`src/rtl/add_sub_pipe_pkg.sv`:
```
// ============================================================================
// Package : add_pkg
// Shared types and helpers for the add_sub_pipe pipelined adder/subtractor.
// Revision: 1.0 - initial release
// ============================================================================
`default_nettype none

package add_pkg;

  typedef struct packed {
    logic valid;
    logic sub;
  } stage_ctl_t;

  function automatic int seg_width(input int width, input int stages);
    return width / stages;
  endfunction

  // Saturation patterns; callers truncate to their own width (widths up to 64).
  function automatic logic [63:0] sat_max_pat(input int width);
    return (64'd1 << (width - 1)) - 64'd1;
  endfunction

  function automatic logic [63:0] sat_min_pat(input int width);
    return 64'd1 << (width - 1);
  endfunction

endpackage

`default_nettype wire

```
`src/rtl/add_sub_pipe_rca_seg.sv`:
```
// ============================================================================
// Module  : rca_seg
// W-bit combinational ripple-carry segment built from full-adder cells.
// Revision: 1.0 - initial release
// ============================================================================
`default_nettype none

module rca_seg #(
  parameter int W = 4
) (
  input  logic [W-1:0] a,
  input  logic [W-1:0] b,
  input  logic         ci,
  output logic [W-1:0] s,
  output logic         co,
  output logic         c_msb_in
);

  logic [W:0] w_c;

  assign w_c[0] = ci;

  for (genvar i = 0; i < W; i++) begin : g_bit
    assign s[i]     = a[i] ^ b[i] ^ w_c[i];
    assign w_c[i+1] = (a[i] & b[i]) | (w_c[i] & (a[i] ^ b[i]));
  end

  assign co       = w_c[W];
  assign c_msb_in = w_c[W-1];

endmodule

`default_nettype wire

```
`src/rtl/add_sub_pipe.sv`:
```
// ============================================================================
// Module  : add_sub_pipe
// Pipelined ripple-carry adder/subtractor, STAGES segments, valid/ready flow.
// Optional: define ADD_SUB_PIPE_SAT_EN for signed saturation of the result.
// Revision: 1.0 - initial release
// ============================================================================
`default_nettype none

module add_sub_pipe
  import add_pkg::*;
#(
  parameter int WIDTH  = 8,
  parameter int STAGES = 2
) (
  input  logic             clk,
  input  logic             rst_n,
  input  logic             in_valid,
  output logic             in_ready,
  input  logic [WIDTH-1:0] a,
  input  logic [WIDTH-1:0] b,
  input  logic             cin,
  input  logic             sub,
  output logic             out_valid,
  input  logic             out_ready,
  output logic [WIDTH-1:0] s,
  output logic             cout,
  output logic             ovf,
  output logic             zero
);

  localparam int SEG  = seg_width(WIDTH, STAGES);
  localparam int LAST = STAGES - 1;
  localparam logic [WIDTH-1:0] c_seg_mask = WIDTH'({SEG{1'b1}});

  if (WIDTH % STAGES != 0) begin : g_bad_cfg
    $error("add_sub_pipe: WIDTH (%0d) must be a multiple of STAGES (%0d)", WIDTH, STAGES);
  end

  logic             w_adv;
  logic [WIDTH-1:0] w_b_eff;
  logic             w_cin_eff;
  logic             w_ovf;
  logic [WIDTH-1:0] w_res;

  // Stage k registers hold the state after segment k has been added.
  stage_ctl_t       r_ctl   [STAGES];
  logic [WIDTH-1:0] r_a     [STAGES];
  logic [WIDTH-1:0] r_b     [STAGES];
  logic [WIDTH-1:0] r_sum   [STAGES];
  logic             r_c     [STAGES];

  stage_ctl_t       w_ctl_in  [STAGES];
  logic [WIDTH-1:0] w_in_a    [STAGES];
  logic [WIDTH-1:0] w_in_b    [STAGES];
  logic [WIDTH-1:0] w_in_sum  [STAGES];
  logic             w_in_c    [STAGES];
  logic [WIDTH-1:0] w_out_sum [STAGES];
  logic [SEG-1:0]   w_seg_s   [STAGES];
  logic             w_seg_co  [STAGES];
  logic             w_seg_cm  [STAGES];

  logic [WIDTH-1:0] r_s;
  logic             r_cout;
  logic             r_ovf;
  logic             r_zero;

  assign w_adv     = out_ready | ~r_ctl[LAST].valid;
  assign w_b_eff   = b ^ {WIDTH{sub}};
  assign w_cin_eff = sub | cin;

  for (genvar k = 0; k < STAGES; k++) begin : g_stage
    if (k == 0) begin : g_head
      assign w_ctl_in[k] = '{valid: in_valid, sub: sub};
      assign w_in_a[k]   = a;
      assign w_in_b[k]   = w_b_eff;
      assign w_in_sum[k] = '0;
      assign w_in_c[k]   = w_cin_eff;
    end else begin : g_body
      assign w_ctl_in[k] = r_ctl[k-1];
      assign w_in_a[k]   = r_a[k-1];
      assign w_in_b[k]   = r_b[k-1];
      assign w_in_sum[k] = r_sum[k-1];
      assign w_in_c[k]   = r_c[k-1];
    end

    rca_seg #(.W(SEG)) u_seg (
      .a        (w_in_a[k][k*SEG +: SEG]),
      .b        (w_in_b[k][k*SEG +: SEG]),
      .ci       (w_in_c[k]),
      .s        (w_seg_s[k]),
      .co       (w_seg_co[k]),
      .c_msb_in (w_seg_cm[k])
    );

    // Merge this segment's sum slice into the de-skewed partial result.
    assign w_out_sum[k] = (w_in_sum[k] & ~(c_seg_mask << (k*SEG)))
                        | (WIDTH'(w_seg_s[k]) << (k*SEG));
  end

  assign w_ovf = w_seg_co[LAST] ^ w_seg_cm[LAST];

`ifdef ADD_SUB_PIPE_SAT_EN
  localparam logic [WIDTH-1:0] c_sat_max = WIDTH'(sat_max_pat(WIDTH));
  localparam logic [WIDTH-1:0] c_sat_min = WIDTH'(sat_min_pat(WIDTH));

  // A wrapped negative-looking result means the true value overflowed upward.
  assign w_res = !w_ovf ? w_out_sum[LAST]
               : (w_out_sum[LAST][WIDTH-1] ? c_sat_max : c_sat_min);
`else
  assign w_res = w_out_sum[LAST];
`endif

  always_ff @(posedge clk or negedge rst_n) begin
    if (!rst_n) begin
      for (int k = 0; k < STAGES; k++) begin
        r_ctl[k] <= '0;
        r_a[k]   <= '0;
        r_b[k]   <= '0;
        r_sum[k] <= '0;
        r_c[k]   <= 1'b0;
      end
      r_s    <= '0;
      r_cout <= 1'b0;
      r_ovf  <= 1'b0;
      r_zero <= 1'b0;
    end else if (w_adv) begin
      for (int k = 0; k < STAGES; k++) begin
        r_ctl[k] <= w_ctl_in[k];
        r_a[k]   <= w_in_a[k];
        r_b[k]   <= w_in_b[k];
        r_sum[k] <= w_out_sum[k];
        r_c[k]   <= w_seg_co[k];
      end
      // Result registers only move on real beats so bubbles leave them intact.
      if (w_ctl_in[LAST].valid) begin
        r_s    <= w_res;
        r_cout <= w_seg_co[LAST];
        r_ovf  <= w_ovf;
        r_zero <= (w_res == '0);
      end
    end
  end

  assign in_ready  = w_adv;
  assign out_valid = r_ctl[LAST].valid;
  assign s         = r_s;
  assign cout      = r_cout;
  assign ovf       = r_ovf;
  assign zero      = r_zero;

endmodule

`default_nettype wire

```
`config.mk`:
```
export PLATFORM = sky130hd
export DESIGN_NAME = add_sub_pipe
export DESIGN_NICKNAME = d
export VERILOG_FILES = /design/src/rtl/add_sub_pipe_pkg.sv /design/src/rtl/add_sub_pipe_rca_seg.sv /design/src/rtl/add_sub_pipe.sv
export SDC_FILE = /design/constraint.sdc
export NUM_CORES = 1
export LEC_CHECK = 0
export ABC_AREA = 1
export CAP_MARGIN = 20
export CORE_MARGIN = 2
export CORE_UTILIZATION = 47
export DETAILED_ROUTE_END_ITERATION = 8
export PLACE_DENSITY_LB_ADDON = 0.08
export SYNTH_ARGS = -nofsm -noshare
export SYNTH_HDL_FRONTEND = slang
export SYNTH_HIERARCHICAL = 1
export SYNTH_SLANG_ARGS = --single-unit
```
`constraint.sdc`:
```
create_clock -name clk -period 2.7 [get_ports clk]
set_clock_uncertainty 0.15 [all_clocks]
set_input_delay 0.675 -clock clk [delete_from_list [all_inputs] [get_ports clk]]
set_output_delay 0.675 -clock clk [all_outputs]
set_load 0.005 [all_outputs]
```
Word-level counts from Yosys, hierarchy flattened. Index checks and enable logic that the tools add are counted. Widths: inputs -> output; s select.

Bitwise operators: 46. Reduce and logical (&&, ||, !) cells: 2.

Operators by type and width (count): $xor 1x1->1 (17); $and 1x1->1 (16); $or 1x1->1 (10); $logic_not 8->1 (1); $or 4x8->8 (1); $xor 8x8->8 (1); $reduce_and 2->1 (1); $not 1->1 (1).

Bits in registers: 34. Input bits: 22. Output and inout bits: 13. Word-level logic and storage cells: 58.

Longest topological paths before layout. Gate-level depths: netlist of run 1.

Depth after elaboration: 10. Depth in mapped cells: 11. Depth with buffers taken out: 11.

By module. Netlist of run 1, hierarchy kept.

Modules (own cells, without submodules): add_sub_pipe (instances 1, cells each 118, area an instance 1106.1 um^2, seq. area each 650.6 um^2); rca_seg (instances 2, cells each 12, area an instance 110.1 um^2, seq. area each 0.0 um^2).

Least setup slack after synthesis of run 1. Ideal clock, no wire load.

Path kind: in2reg. Start point: in sub. End point: reg r_sum[11] in the netlist's numbering. Library setup time: 0.121 ns. Arrival time: 2.606 ns. Required time: 2.429 ns. Path slack: -0.177 ns. Stages on the path: 10. Path buffers: 1. Path through: buf_2 xor2_1 fa_1 inv_1 fa_1 fa_1 inv_1 fa_1 nand2_1 o21ai_1.

RTL lines: start, declared (RTL line add_sub_pipe.sv:22) `input logic sub,`; end signal, assigned by index (RTL line add_sub_pipe.sv:131) `r_sum[k] <= w_out_sum[k];`; end, declared (RTL line add_sub_pipe.sv:49) `logic [WIDTH-1:0] r_sum [STAGES];`.

==> results.toml, run 1 <==
[run_status]
status = "finished, final reports clean"

[detailed_routing]
dr.pass1.iters = 4
drc = 0
avgViaCountPerCell = 4.59
final_antenna_net_count = 0
wl_mm = 2.22
vias = 968
drtIter0Drc = 23
wl_per_cell_um = 10.5

[setup_path]
critical_path.slowest_cell = "clkdlybuf4s50_1"
cpPeakStageDelay_ps = 470
reg2reg_depth = 11
worstPathMaxFanout = 1
arrival_ps = 2680
endpoint_kind = "flop"
cp.required_ps = 2760
cp_top_family = "adder cells"
cp-start-kind = "input port"
worstPathCellList = "clkdlybuf4s50_1 -> fa_2 -> inv_2 -> fa_2 -> fa_2 -> inv_2 -> fa_1 -> nand2_1 -> o21ai_1"
crit_top_cell = "fa_2"
r2r_end = "zero"
rr_startpoint = "r_a[12]"
r2r_setup_slack_ps = 240
path_class = "in -> reg"
path_buf_inv = 3

[clock_network]
clk_path_buf_depth = 2
path_clk_slew_ps = 130
hold_buffers = 0
cts_sinks = 26
cts-root-buf = "clkbuf_4"
htreeDepth = 1
cts_tree = "done"
clk_latency_ps = 310
numCtsBuffers = 3

[timing]
slew-limit-headroom = 0.783
tightest_slew_ps = 325
min_period_over_period = 0.973
setup_tns_ps = 0
fmax_mhz = 381
rsz0062_at_grt = "false"
final_hold_viol_count = 0
drv_slew = 0
period_needed_ps = 2630
setup_viol = 0

[hold_path]
holdCritPathClass = "reg -> reg"
hold-path-cell-count = 2
hold_start = "cout"
worstHoldEndpoint = "cout"

[power_and_ir_drop]
vdd_drop_max_mv = 0.454
power_mw = 1.17
p_leak_nw = 0.871
p_per_area_nw_per_um2 = 669

[finish]
syn2layout_area_growth_pct = 31.5
final_util = 0.644
final_cells = 211
antenna_cells = 0
nets = 212
drive_gt1_frac = 0.111

[global_routing]
grtUsageTotal = 0.156
grt_overflow_total = 0
grt_max_degree = 27
grt_pass1_wl_mm = 3.90
antenna_found_initial = 0
grt_pass1_vias = 907

[synthesis]
syn_area_um2 = 1330
synth_seq_cells = 26
syn-num-nets = 172
synth.distinct_cells = 15
yosysSeqAreaShare = 0.491
yosysWarnings = 6
avgSynthCellArea_um2 = 9.34
syn_inst = 142

[placement]
port-buffer-count = 34
dp_hpwl_mm = 1.74
gp_congestion = 0.757
place_inst = 207

[floorplanning]
core-area_um2 = 2710
die_area_um2 = 3260
start_util = 0.489
pin_count = 35
rows = 19
die_h_um = 57.1
fp.dieW_um = 57.1

[run]
drv_cap = 0
[cell usage in the layout (no fill, tap or decap)]
| cell type | instances |
|---|---|
| a21oi_1 | 4 |
| buf_4 | 5 |
| clkbuf_2 | 1 |
| clkbuf_4 | 3 |
| clkdlybuf4s15_1 | 1 |
| clkdlybuf4s50_1 | 31 |
| dfrtp_1 | 26 |
| dlymetal6s2s_1 | 1 |
| fa_1 | 4 |
| fa_2 | 4 |
| inv_1 | 20 |
| inv_2 | 3 |
| nand2_1 | 41 |
| nand2_4 | 2 |
| nand3_1 | 5 |
| nor2_1 | 9 |
| o21ai_0 | 5 |
| o21ai_1 | 5 |
| or2_4 | 1 |
| xnor2_1 | 5 |
| xor2_1 | 3 |
| xor2_2 | 1 |
[kinds of logic after synthesis]
group	after synthesis	synth area share
xor gates and xnor gates	9	0.0594
adders and majority gates	8	0.121
buffers and inverters	27	0.0943
AOI/OAI and AO/OA	14	0.0528
DFF	26	0.491
and+or+nand+nor	58	0.182
[repair_timing]
| action | 4_1_cts | 5_1_grt |
|---|---|---|
| setup buffers | 0 | 1 |
| gates cloned | 0 | 0 |
| pin swaps | 1 | 7 |
| endpoints found under the setup margin | 2 | 3 |
| resized for setup | 2 | 9 |
[tightest hold or removal path, stage by stage, from the launching register on]
cell	delay [ps]
dfrtp_1	360
nand2_1	50
nand2_1	50
[flip-flops by register name, summed over array words and instances, names as in the netlist]
register,flops
r_c,1
r_a,4
r_sum,4
r_b,4
s,8
out_valid,1
ovf,1
zero,1
r_ctl,1
cout,1
[worst max path at each step]
stage | start | endpoint | slack, ps | depth (start not counted)
4_1_cts | cin | r_sum[11] | 30 | 10
5_1_grt | a[0] | r_sum[11] | 9 | 9
2_1_floorplan | sub | r_sum[11] | 20 | 10
6_report | a[0] | r_sum[11] | 70 | 9
3_5_place_dp | sub | r_sum[11] | -540 | 10
3_3_place_gp | sub | r_sum[11] | -470 | 10
[area by class of cell]
| type | instances | area [um^2] |
|---|---|---|
| Tap cell | 31 | 38.8 |
| Multi-Input combinational cell | 89 | 571 |
| Sequential cell | 26 | 651 |
| Clock buffer | 3 | 22.5 |
| Inverter | 23 | 86.3 |
| Fill cell | 248 | 966 |
| Timing Repair Buffer | 39 | 375 |
[synth_stat cells]
| cell type | number | share of area |
|---|---|---|
| a21oi_1 | 4 | 0.015 |
| buf_2 | 1 | 0.0038 |
| buf_6 | 3 | 0.025 |
| dfrtp_1 | 26 | 0.49 |
| fa_1 | 8 | 0.12 |
| inv_1 | 23 | 0.065 |
| nand2_1 | 41 | 0.12 |
| nand2_4 | 2 | 0.017 |
| nand3_1 | 5 | 0.019 |
| nor2_1 | 9 | 0.025 |
| o21ai_0 | 5 | 0.019 |
| o21ai_1 | 5 | 0.019 |
| or2_2 | 1 | 0.0047 |
| xnor2_1 | 5 | 0.033 |
| xor2_1 | 4 | 0.026 |
[per-stage QoR]
step	hold WS, ps	area (um^2)	setup WS (ps)
3_5_place_dp	314	1710	-543
5_1_grt	368	1740	8.64
3_3_place_gp	312	1710	-469
4_1_cts	347	1730	25.6
6_report	340	1740	73.8
2_1_floorplan	229	1360	17.2
[power breakdown]
group          switching [mW]  internal, mW  leakage, nW
registers              0.0600         0.494        0.314
clock network           0.103        0.0521       0.0138
logic                   0.201         0.257        0.543
[metal layers]
layer	share of wire	routed length [um]	vias to the layer above	GRT usage
li1	-	-	495	-
met1	0.44	982	449	0.208
met2	0.50	1110	22	0.253
met3	0.048	106	2	0.0272
met4	0.0099	22	0	0.0698
met5	0	0	-	0
Power figures use the tool's default switching activity.
==> run 2, diff against run 1 <==
Settings changed: PLACE_DENSITY_LB_ADDON 0.08 to 0.12.
==> run 2 against run 1 <==
  * Combinational power hardly changed
  * Highest routed layer unchanged
  * Via count rose by 0.31%
  * Global-route usage rose by 0.84 points
  * Final cell count grew 0.95%
  * Largest cell class unchanged
  * Sequential cell count stayed put
  * Worst setup slack improved by 0.94 ps
  * Sequential power barely moved
==> results.toml, run 2 (synthesis results as in run 1) <==
[setup_path]
crit_top_cell = "fa_2"
cp-start-kind = "input port"
worstPathCellList = "clkdlybuf4s15_2 -> xor2_2 -> fa_2 -> inv_2 -> fa_2 -> fa_2 -> inv_2 -> fa_1 -> nand2_1 -> o21ai_1"
endpoint_kind = "flop"
cp.required_ps = 2760
critical_path.slowest_cell = "fa_1"
path_class = "in -> reg"
rr_startpoint = "r_a[12]"
cpPeakStageDelay_ps = 420
arrival_ps = 2680
worstPathMaxFanout = 3
reg2reg_depth = 11
r2r_end = "zero"
r2r_setup_slack_ps = 170

[clock_network]
path_clk_slew_ps = 130
clk_latency_ps = 310
cts_sinks = 26
clk_path_buf_depth = 2
hold_buffers = 0
numCtsBuffers = 3
htreeDepth = 1
cts-root-buf = "clkbuf_4"
cts_tree = "done"

[global_routing]
antenna_found_initial = 0
grt_pass1_wl_mm = 4.15
grt_max_degree = 27
grtUsageTotal = 0.165
grt_overflow_total = 0
grt_pass1_vias = 961

[finish]
final_util = 0.654
drive_gt1_frac = 0.110
largest_register_ffs = 8
layout_common_cells = "41 x nand2_1, 29 x clkdlybuf4s50_1, 26 x dfrtp_1, 21 x inv_1, 9 x nor2_1"
fillers = 249
syn2layout_area_growth_pct = 33.7
final_common_cell = "nand2_1"
antenna_cells = 0
final_cells = 213
nets = 213
fin_area_um2 = 1770

[power_and_ir_drop]
p_int_uw = 831
power.switching_uw = 370
p_leak_nw = 0.898
comb_power_share = 0.380
swShare = 0.308
p_per_area_nw_per_um2 = 677
p_clk_frac = 0.157
power_mw = 1.20
vdd_drop_max_mv = 0.562
p_seq_frac = 0.463

[floorplanning]
fp.dieW_um = 57.1
pin_count = 35
core-area_um2 = 2710
start_util = 0.489
rows = 19
die_area_um2 = 3260
die_h_um = 57.1

[placement]
place_inst = 207
gp_congestion = 0.755
dp_hpwl_mm = 1.83
dpl_cell_area_um2 = 1710
port-buffer-count = 34

[detailed_routing]
wl_mm = 2.37
drc = 0
vias = 971
wl_per_cell_um = 11.1
avgViaCountPerCell = 4.56
final_antenna_net_count = 0
drtIter0Drc = 27
dr.pass1.iters = 6

[timing]
hold_ws_ps = 345
period_needed_ps = 2630
drv_slew = 0
tightest_slew_ps = 325
slew-limit-headroom = 0.783
setup_viol = 0
final_hold_viol_count = 0
rsz0062_at_grt = "false"
min_period_over_period = 0.972
fmax_mhz = 381

[hold_path]
holdCritPathClass = "reg -> reg"
hold-path-cell-count = 2
worstHoldEndpoint = "cout"
hold_start = "cout"

[run_status]
status = "finished, final reports clean"

[run]
drv_cap = 0
run 2: routing by layer:
layer / GRT usage / up-vias / share of wire
met3: 0.0272 / 2 / 0.044
met1: 0.220 / 446 / 0.45
met4: 0.0399 / 0 / 0.0080
met2: 0.282 / 24 / 0.50
met5: 0 / - / 0
li1: - / 499 / -
run 2: worst max-delay path: cells and delay by family:
kind                     cells  cell delay, ps
XOR/XNOR                     1             180
buffers and inverters        3             330
AO/OA/AOI/OAI                1              60
adder cells (fa/ha/maj)      4            1340
AND/OR/NAND/NOR              1              90
run 2: worst max-delay path by stage:
stage	start	endpoint	slack, ps
3_3_place_gp	sub	r_sum[11]	-470
4_1_cts	a[0]	r_sum[11]	1
5_1_grt	r_a[12]	zero	10
2_1_floorplan	sub	r_sum[11]	20
6_report	sub	r_sum[11]	70
3_5_place_dp	sub	r_sum[11]	-630
run 2: area by class of cell:
| type | instances | area [um^2] | area share |
|---|---|---|---|
| sequential | 26 | 651 | 0.367 |
| tap | 31 | 38.8 | 0.0219 |
| inverter | 23 | 86.3 | 0.0487 |
| clock buffer | 4 | 36.3 | 0.0205 |
| timing repair buffer | 40 | 393 | 0.222 |
| multi-input combinational | 89 | 568 | 0.320 |
run 2: power by group through the flow:
stage / registers, mW / logic (mW) / clock network [mW]
5_1_grt: 0.572 / 0.518 / 0.214
2_1_floorplan: 0.566 / 0.232 / 0
4_1_cts: 0.557 / 0.463 / 0.198
3_5_place_dp: 0.565 / 0.459 / 0
6_report: 0.556 / 0.456 / 0.188
3_3_place_gp: 0.562 / 0.444 / 0
run 2: what timing repair did:
| item | 4_1_cts | 5_1_grt |
|---|---|---|
| pin swaps | 6 | 4 |
| setup buffers | 0 | 2 |
| gates cloned | 0 | 0 |
| hold endpoints to repair | 0 | 0 |
| resized for setup | 9 | 2 |
| endpoints found under the setup margin | 2 | 1 |
run 2: metrics by stage:
stage          setup TNS (ps)  setup WS [ps]
2_1_floorplan               0           17.2
3_3_place_gp            -1020           -470
3_5_place_dp            -1400           -626
4_1_cts                     0           1.47
5_1_grt                     0           10.1
6_report                    0           74.7
==> run 3, diff against run 2 <==
Settings changed: CTS_CLUSTER_SIZE set to 8.
==> results of run 3 <==
The final DEF is identical to that of run 2; final timing and power are the same.
==> RTL change (flow settings as in run 2) <==
The parameter `WIDTH` goes from 8 to 6.
--- a/src/rtl/add_sub_pipe.sv
+++ b/src/rtl/add_sub_pipe.sv
@@ -9,7 +9,7 @@
 module add_sub_pipe
   import add_pkg::*;
 #(
-  parameter int WIDTH  = 8,
+  parameter int WIDTH  = 6,
   parameter int STAGES = 2
 ) (
   input  logic             clk,
Ports: changed (resized a, b and s); port bits go from 35 to 29. No check against the original RTL was run, so the function may have changed too.
==> RTL change against run 2 <==
Routed wire length shrank 26%. Power fell by 20%. Critical path type is now primary input to output pin. Final cell count down 18%. Sequential power shrank 19%. Global-route usage shrank 0.78 points. Worst hold slack got worse by 13 ps. Count of clock-buffer cells in the layout stayed put. Worst setup slack improved by 58 ps. Area after synthesis fell by 18%. Sequential cell count down 5. Critical endpoint is now in_ready. Design area is 20% lower.
==> RTL change: results (changes against run 2) <==
Run status
  • Run status: finished, final reports clean

Pwr
  • Switching pwr: 301 uW (-19%)
  • Worst VDD drop: 331 uV (-41%)
  • Leakage: 0.712 nW (-21%)

Yosys
  • Post-synth cell types: 15 (unchanged)
  • Most frequent cells after synthesis: 32 x nand2_1, 21 x dfrtp_1, 21 x inv_1, 9 x o21ai_0, 6 x fa_1
  • Async SR Flop Fraction: 100% (unchanged)
  • Number of synthesis warnings: 6 (unchanged)
  • Syn nets: 140 (-19%)
  • Ranking of synthesized cells by area: dfrtp_1 48%, fa_1 11%, nand2_1 11%, inv_1 7.3%, o21ai_0 4.1%
  • Sequential area share after synthesis: 48.4% (-0.67 points)

Placed design
  • Hpwl dp: 1380 microns (-25%)
  • Gpl congestion: 0.830 (+9.9%)
  • Buffers added on ports: 28 (-18%)

CTS
  • CTS H-tree depth: 1 (unchanged)
  • Post-CTS setup buffer count: 0 (unchanged)
  • CTS max path bufs: 2 (unchanged)
  • CTS Buf Count: 3 (unchanged)
  • Clock transition at path regs: 100 ps (-30 ps)
  • Skew-Pair Late Insertion Delay: ~300 ps
  • Root Buffer: clkbuf_4

Detailed routing
  • Starting DRT DRC Count: 19 (-30%)
  • Via count: 790 (-19%)
  • Drt pass-1 iters: 4 (-2)
  • Avg WL per Cell: 10.1 microns (-9.6%)

Setup path
  • Crit. Startpoint: out_ready
  • Crit path DAT: 1740 ps (-940 ps)
  • Crit path max fanout: 2 (-1)
  • CP max stage delay: 500 ps (+80 ps)
  • Crit path max-delay family: buffers and inverters
  • RR Startpoint: r_a[9]
  • CP max-delay cell: clkdlybuf4s50_1

Cells and area
  • Final net count: 172 (-19%)
  • Fill cell count: 197 (-21%)
  • Max FFs per register: 6 (-2)
  • Antenna Diode Count: 0 (unchanged)
  • Layout cells sized above 1: 11.6% (+0.58 points)

Global routing
  • Largest net degree at the start of global routing: 22 (-19%)
  • Initial antenna violation count: 0 (unchanged)
  • Gr usage total: 15.7% (-0.78 points)
  • Vias in the first global route: 735 (-24%)
  • First-pass GRT wire length: 3130 microns (-25%)

STA
  • Slew margin rel.: 81.9% (+3.6 points)
  • Final setup TNS: 0 ps (unchanged)

Hold path
  • HP Start: r_a[9]
  • Hold crit path type: flop to flop
RTL change: changes by cell type in the layout (fill, tap and decap cells not counted), moves of 4 or more:
cell	delta
dfrtp_1	-5
o21ai_1	-5
o21ai_0	+4
a21oi_1	-4
nand2_1	-9
nor2_1	-6
RTL change: path summary, 6_finish.rpt:
kind / endpoint / slack [ps] / cells past startpoint
setup / recovery: in_ready / 130 / 4
hold / removal: r_a[9] / 330 / 2
setup reg to reg: zero / 340 / 8
hold reg to reg: r_a[9] / 330 / 2
max in group asynchronous: r_a[9] / 1630 / 2
min in group asynchronous: cout / 550 / 2
RTL change: power by group through the flow:
stage / Sequential (mW) / Clock, mW / Combinational, mW
after floorplan: 0.456 / 0 / 0.192
after global placement: 0.451 / 0 / 0.363
after detailed placement: 0.457 / 0 / 0.371
after CTS: 0.450 / 0.153 / 0.371
after global routing: 0.463 / 0.165 / 0.420
final: 0.448 / 0.148 / 0.367
RTL change: cell families after synthesis:
group	Yosys count	synth area share, %
AOI/OAI and AO/OA	12	6.57
xor gates and xnor gates	7	5.65
buffers and inverters	26	11.6
adders and majority gates	6	11.1
and+or+nand+nor	44	16.7
DFF	21	48.4
RTL change: metal layers:
metal	global-route usage, %	up-vias	share of wire [%]
met1	19.5	356	45
met2	27.4	28	48
met4	5.26	0	0.91
li1	-	404	-
met3	2.59	2	6.1
met5	0	-	0
RTL change: worst min-delay path: cells and delay by family (launching register included):
kind | cells | cell delay, ps
simple gates | 2 | 100
flops | 1 | 360
RTL change: final cells by class:
type	count	area share, %
Sequential cell	21	37.1
Multi-Input combinational cell	69	31.0
Timing Repair Buffer	31	21.5
Inverter	22	6.01
Tap cell	28	2.48
Clock buffer	4	1.86
RTL change: through the flow:
stage	worst slack (ps)	area, sq um	instances
after floorplan	63.6	1090	116
after global placement	-332	1380	171
after detailed placement	-401	1380	171
after CTS	18.7	1410	175
after global routing	86.4	1420	175
final	133	1420	175
RTL change: timing repair:
action,in CTS,in global routing
setup endpoints to repair,1,1
pin swaps,1,2
gates resized for setup,2,3
